### src/rtl/blk_mem_dp.sv
// rtl/blk_mem_dp.sv - simple dual-port byte-enabled memory with clear sweep
// Sweep zeroes every word after reset or clr_req; port traffic is ignored while busy.
module blk_mem_dp #(
  parameter int BIT_WIDTH   = 32,
  parameter int ADDR_WIDTH  = 4,
  parameter int DEPTH       = 16,
  parameter int RD_LATENCY  = 1,
  parameter int WRITE_FIRST = 0
) (
  input  logic                   clk,
  input  logic                   rst,
  input  logic                   clr_req,
  output logic                   busy,
  input  logic                   wr_en,
  input  logic [BIT_WIDTH/8-1:0] wr_be,
  input  logic [ADDR_WIDTH-1:0]  addr_in,
  input  logic [BIT_WIDTH-1:0]   wr_data,
  input  logic                   rd_en,
  input  logic [ADDR_WIDTH-1:0]  addr_out,
  output logic [BIT_WIDTH-1:0]   rd_data,
  output logic                   rd_valid,
  output logic                   addr_err
);

  localparam int                  NB       = BIT_WIDTH / 8;
  localparam logic [ADDR_WIDTH:0] LP_DEPTH = (ADDR_WIDTH + 1)'(DEPTH);
  localparam logic [ADDR_WIDTH-1:0] LP_LAST = ADDR_WIDTH'(DEPTH - 1);

  typedef enum logic {
    ST_CLEAR,
    ST_ACTIVE
  } state_t;

  state_t                  r_state;
  state_t                  w_state_nxt;
  logic [ADDR_WIDTH-1:0]   r_sweep_cnt;
  logic [ADDR_WIDTH-1:0]   w_sweep_nxt;

  logic [BIT_WIDTH-1:0]    r_mem [DEPTH];

  logic                    w_active;
  logic                    w_wr_in_range;
  logic                    w_rd_in_range;
  logic                    w_wr_ok;
  logic                    w_rd_req;
  logic                    w_err;
  logic [BIT_WIDTH-1:0]    w_rd_word;
  logic                    w_fin_valid;
  logic [BIT_WIDTH-1:0]    w_fin_data;

  always_ff @(posedge clk or posedge rst) begin
    if (rst) begin
      r_state     <= ST_CLEAR;
      r_sweep_cnt <= '0;
    end else begin
      r_state     <= w_state_nxt;
      r_sweep_cnt <= w_sweep_nxt;
    end
  end

  always_comb begin
    w_state_nxt = r_state;
    w_sweep_nxt = r_sweep_cnt;
    case (r_state)
      ST_CLEAR: begin
        if (r_sweep_cnt == LP_LAST) begin
          w_state_nxt = ST_ACTIVE;
          w_sweep_nxt = '0;
        end else begin
          w_sweep_nxt = r_sweep_cnt + 1'b1;
        end
      end
      ST_ACTIVE: begin
        if (clr_req) begin
          w_state_nxt = ST_CLEAR;
          w_sweep_nxt = '0;
        end
      end
    endcase
  end

  assign busy          = (r_state == ST_CLEAR);
  assign w_active      = (r_state == ST_ACTIVE);
  assign w_wr_in_range = ({1'b0, addr_in} < LP_DEPTH);
  assign w_rd_in_range = ({1'b0, addr_out} < LP_DEPTH);
  assign w_wr_ok       = w_active & wr_en & w_wr_in_range;
  assign w_rd_req      = w_active & rd_en;
  assign w_err         = w_active & ((wr_en & ~w_wr_in_range) | (rd_en & ~w_rd_in_range));

  // The write sampled with clr_req still lands; the sweep starts on the following edge.
  always_ff @(posedge clk) begin
    if (busy) begin
      r_mem[r_sweep_cnt] <= '0;
    end else if (w_wr_ok) begin
      for (int i = 0; i < NB; i++) begin
        if (wr_be[i]) begin
          r_mem[addr_in][8*i +: 8] <= wr_data[8*i +: 8];
        end
      end
    end
  end

  always_comb begin
    w_rd_word = '0;
    if (w_rd_req && w_rd_in_range) begin
      w_rd_word = r_mem[addr_out];
      if ((WRITE_FIRST != 0) && w_wr_ok && (addr_in == addr_out)) begin
        for (int i = 0; i < NB; i++) begin
          if (wr_be[i]) begin
            w_rd_word[8*i +: 8] = wr_data[8*i +: 8];
          end
        end
      end
    end
  end

  generate
    if (RD_LATENCY == 2) begin : g_lat2
      logic                 r_p1_valid;
      logic [BIT_WIDTH-1:0] r_p1_data;

      always_ff @(posedge clk or posedge rst) begin
        if (rst) begin
          r_p1_valid <= 1'b0;
          r_p1_data  <= '0;
        end else begin
          r_p1_valid <= w_rd_req;
          if (w_rd_req) begin
            r_p1_data <= w_rd_word;
          end
        end
      end

      assign w_fin_valid = r_p1_valid;
      assign w_fin_data  = r_p1_data;
    end else begin : g_lat1
      assign w_fin_valid = w_rd_req;
      assign w_fin_data  = w_rd_word;
    end
  endgenerate

  always_ff @(posedge clk or posedge rst) begin
    if (rst) begin
      rd_data  <= '0;
      rd_valid <= 1'b0;
      addr_err <= 1'b0;
    end else begin
      rd_valid <= w_fin_valid;
      addr_err <= w_err;
      if (w_fin_valid) begin
        rd_data <= w_fin_data;
      end
    end
  end

endmodule

### config.mk
export PLATFORM = sky130hd
export DESIGN_NAME = blk_mem_dp
export DESIGN_NICKNAME = d
export VERILOG_FILES = /design/src/rtl/blk_mem_dp.sv
export SDC_FILE = /design/constraint.sdc
export NUM_CORES = 1
export LEC_CHECK = 0
export ABC_AREA = 1
export BUFFER_PORTS_ARGS = -buffer_cell sky130_fd_sc_hd__buf_2
export CAP_MARGIN = 20
export CELL_PAD_IN_SITES_DETAIL_PLACEMENT = 1
export CELL_PAD_IN_SITES_GLOBAL_PLACEMENT = 1
export CORE_MARGIN = 2
export CORE_UTILIZATION = 50
export CTS_BUF_LIST = sky130_fd_sc_hd__clkbuf_2
export CTS_CLUSTER_DIAMETER = 40
export CTS_CLUSTER_SIZE = 8
export DETAILED_ROUTE_END_ITERATION = 10
export GPL_TIMING_DRIVEN = 0
export PLACE_DENSITY = 0.85
export SYNTH_ARGS = -nofsm -noshare
export SYNTH_HDL_FRONTEND = slang
export SYNTH_SLANG_ARGS = --single-unit
### constraint.sdc
create_clock -name clk -period 2.5 [get_ports clk]
set_input_delay 0.25 -clock clk [delete_from_list [all_inputs] [get_ports clk]]
set_output_delay 0.25 -clock clk [all_outputs]
set_load 0.02 [all_outputs]
==> reports/results.txt <==
Synth Register Bits: 550
most common cell after layout, fill and taps aside: nand2_1
syn_area_per_cell: 11.09 um2
Crit Path Class: reg -> reg
Port Buffer Count: 80
final hold slack: -0.03648 ns
Synth cell types: 24
Area growth syn-to-layout: 19.18%
Worst VDD drop: 0.0006549 V
Slew HR: 18.68%
layout cell share with drive strength beyond 1: 20.94%
critical path's slowest cell: dfrtp_2
Clk Latency, worst-skew pair: 1.28 ns
DRC: 0
final setup vio count: 99
leakage: 10.74 nW
most frequent cells in the layout: nand2_1 (789), edfxtp_1 (512), nand3_1 (396)
Vias/cell: 6.566
actual slew at the worst max-slew pin: 1.220 ns
first-pass GRT wire length: 121,200 um
pwr dens: 1051 nW/um2
via count: 19,600
final core utilization: 60.73%
status: finished, violations left
Top delay family on crit path: simple AND/OR/NAND/NOR gates
pin count of the biggest net entering global routing: 31
Routed WL: 96,760 um
CTS tree: built
RSZ-0062 raised after global routing: true
num ports: 84
Hold Path Class: in -> reg
# rows: 77
Synth Instances: 2,040
f_max: 355.0 MHz
max-slew violation count: 0
Post-Syn Area: 22,630 um2
Setup Skew: 0.1690 ns
syn_nets: 2,090
Die X: 216.8 um
CP required: 3.31 ns
most used cell, CP: nand2_1
total grt overflow: 0
CP max FO: 9
CTS sink cnt: 550
Core Footprint: 44,410 um2
crit-path cells: nand2_1 -> inv_2 -> o21ai_4 -> nand2_4 -> nand2_1 -> nand2_1 -> nor2_2 -> nand2_2 -> nor2_1 -> buf_6
crit path setup slack, layout: -0.3169 ns
GPL Wtd Cong: 0.8822
Worst Path Arrival: 3.62 ns
initial antenna violation count: 2
Total Die Area: 46,980 um2
Finished Layout Cells: 2,985
crit-path max cell delay: 0.49 ns
post-route ant nets: 0
dpl hpwl: 52,240 um
violated checks: hold timing, setup timing
CP bufs+invs: 2
Iter 0 DRT Violations: 3,306
die span in y: 216.8 um
CTS buffer count: 85
Tcrit/Tclk final: 112.7%
sequential fraction of the synthesis area: 72.13%
nets@finish: 2,371
drt pass-1 iters: 6
number of global-route vias before repair: 19,460
kind of start point of the critical path: flop
H-Tree Depth: 3
Avg WL per Cell: 32.41 um
initial core utilization: 50.96%
Yosys warning count: 0
Final TNS setup: -4.712 ns
register clock-pin slew on the reported worst setup and hold paths: 0.36 ns
clock period minus final worst setup slack: 2.817 ns
# Max-Cap Violations: 0
CP Capture Type: flop
Clock Tree Buf Depth: 3
Fin. Hold Viols: 2
Tot GR Track Use: 35.84%
cell count after placement: 2,716
Root Buffer: clkbuf_2
-- final timing paths --
kind	start	end	slack (ns)	depth (start not counted)
setup reg to reg	r_state$_DFF_PP0_	r_mem[2][20]$_DFFE_PP_	-0.32	10
setup / recovery	r_state$_DFF_PP0_	r_mem[2][20]$_DFFE_PP_	-0.32	10
hold reg to reg	rd_data[29]$_DFFE_PP0P_	rd_data[29]$_DFFE_PP0P_	0.50	2
hold / removal	wr_data[7]	r_mem[8][7]$_DFFE_PP_	-0.04	4
min in group asynchronous	rst	rd_data[22]$_DFFE_PP0P_	0.16	4
max in group asynchronous	rst	rd_data[27]$_DFFE_PP0P_	1.74	5
-- synthesized netlist by cell type --
cell | number | share of area, %
conb_1 | 1 | 0.017
buf_1 | 19 | 0.32
inv_1 | 45 | 0.75
nor2_1 | 98 | 1.6
xor2_1 | 1 | 0.039
buf_6 | 2 | 0.10
inv_2 | 3 | 0.050
o21ai_4 | 2 | 0.14
edfxtp_1 | 512 | 68
clkinv_1 | 1 | 0.017
a21oi_1 | 4 | 0.088
nand2_1 | 801 | 13
nand2_2 | 4 | 0.11
nand2_4 | 1 | 0.050
dfrtp_1 | 38 | 4.2
or2_2 | 2 | 0.055
clkbuf_1 | 26 | 0.43
o22ai_1 | 1 | 0.028
buf_4 | 10 | 0.33
nand3_1 | 396 | 8.8
o21ai_0 | 4 | 0.088
buf_2 | 62 | 1.4
nor2_2 | 6 | 0.17
ha_1 | 1 | 0.055
-- worst register-to-register path, cell delays in order (launching register included) --
cell and delay, ns:
dfrtp_2 0.49, nand2_1 0.11, inv_2 0.07, o21ai_4 0.13, nand2_4 0.16, nand2_1 0.14
nand2_1 0.11, nor2_2 0.31, nand2_2 0.23, nor2_1 0.48, buf_6 0.29
-- cell families (layout without fill, tap and decap cells) --
logic type,Yosys count,after routing,share of synthesized area [%]
simple gates,1308,1308,24.05
flops,550,550,72.13
buf+inv,168,520,3.361
compound gates,11,11,0.3483
fa+ha+maj,1,1,0.05527
other cells,1,2,0.01657
xor+xnor,1,1,0.03870
-- where the power goes --
part	internal, mW	switching [mW]	leakage (nW)
combinational	2.54	6.16	4.80
clock	1.84	3.88	0.679
sequential	13.0	0.981	5.26
-- area by class of cell --
class                      instances  area [um2]
clock inverter                    23       202.7
clock buffer                     135       675.6
sequential                       550       16330
fill                            4602       17440
inverter                          49       191.4
timing repair buffer             194        1926
antenna                            1       2.502
tap                              592       740.7
multi-input combinational       1322        6319
buffer                           119       590.6
-- sequential cells by signal, indices dropped and copies added, names as in the netlist --
name,count
rd_valid,1
r_sweep_cnt,4
rd_data,32
r_mem,512
r_state,1
-- what timing repair did --
action	4_1_cts	5_1_grt
hold buffers	47	5
gates resized for setup	134	83
setup buffers	8	45
pin swaps	5	37
endpoints found under the hold margin	705	94
setup endpoints to repair	977	925
-- layer usage --
metal | wire length (um) | part of all wire, % | global-route usage (%) | vias up
met5 | 13 | 0.013 | 0 | -
met4 | 7816 | 8.1 | 23.52 | 2
met3 | 13160 | 14 | 8.218 | 595
met2 | 44020 | 45 | 57.78 | 1911
met1 | 31750 | 33 | 43.58 | 9539
li1 | - | - | - | 7554
-- stage by stage --
stage | setup slack, ns | power (mW) | instance area, um2
3_3_place_gp | -0.2819 | 19.12 | 23770
5_1_grt | -0.3894 | 28.82 | 26970
2_1_floorplan | 0.5679 | 16.97 | 22630
4_1_cts | -0.3487 | 25.43 | 25720
3_5_place_dp | -0.4618 | 19.78 | 23830
6_report | -0.3169 | 28.36 | 26970
Note: power is estimated with default switching activity, not from simulation.
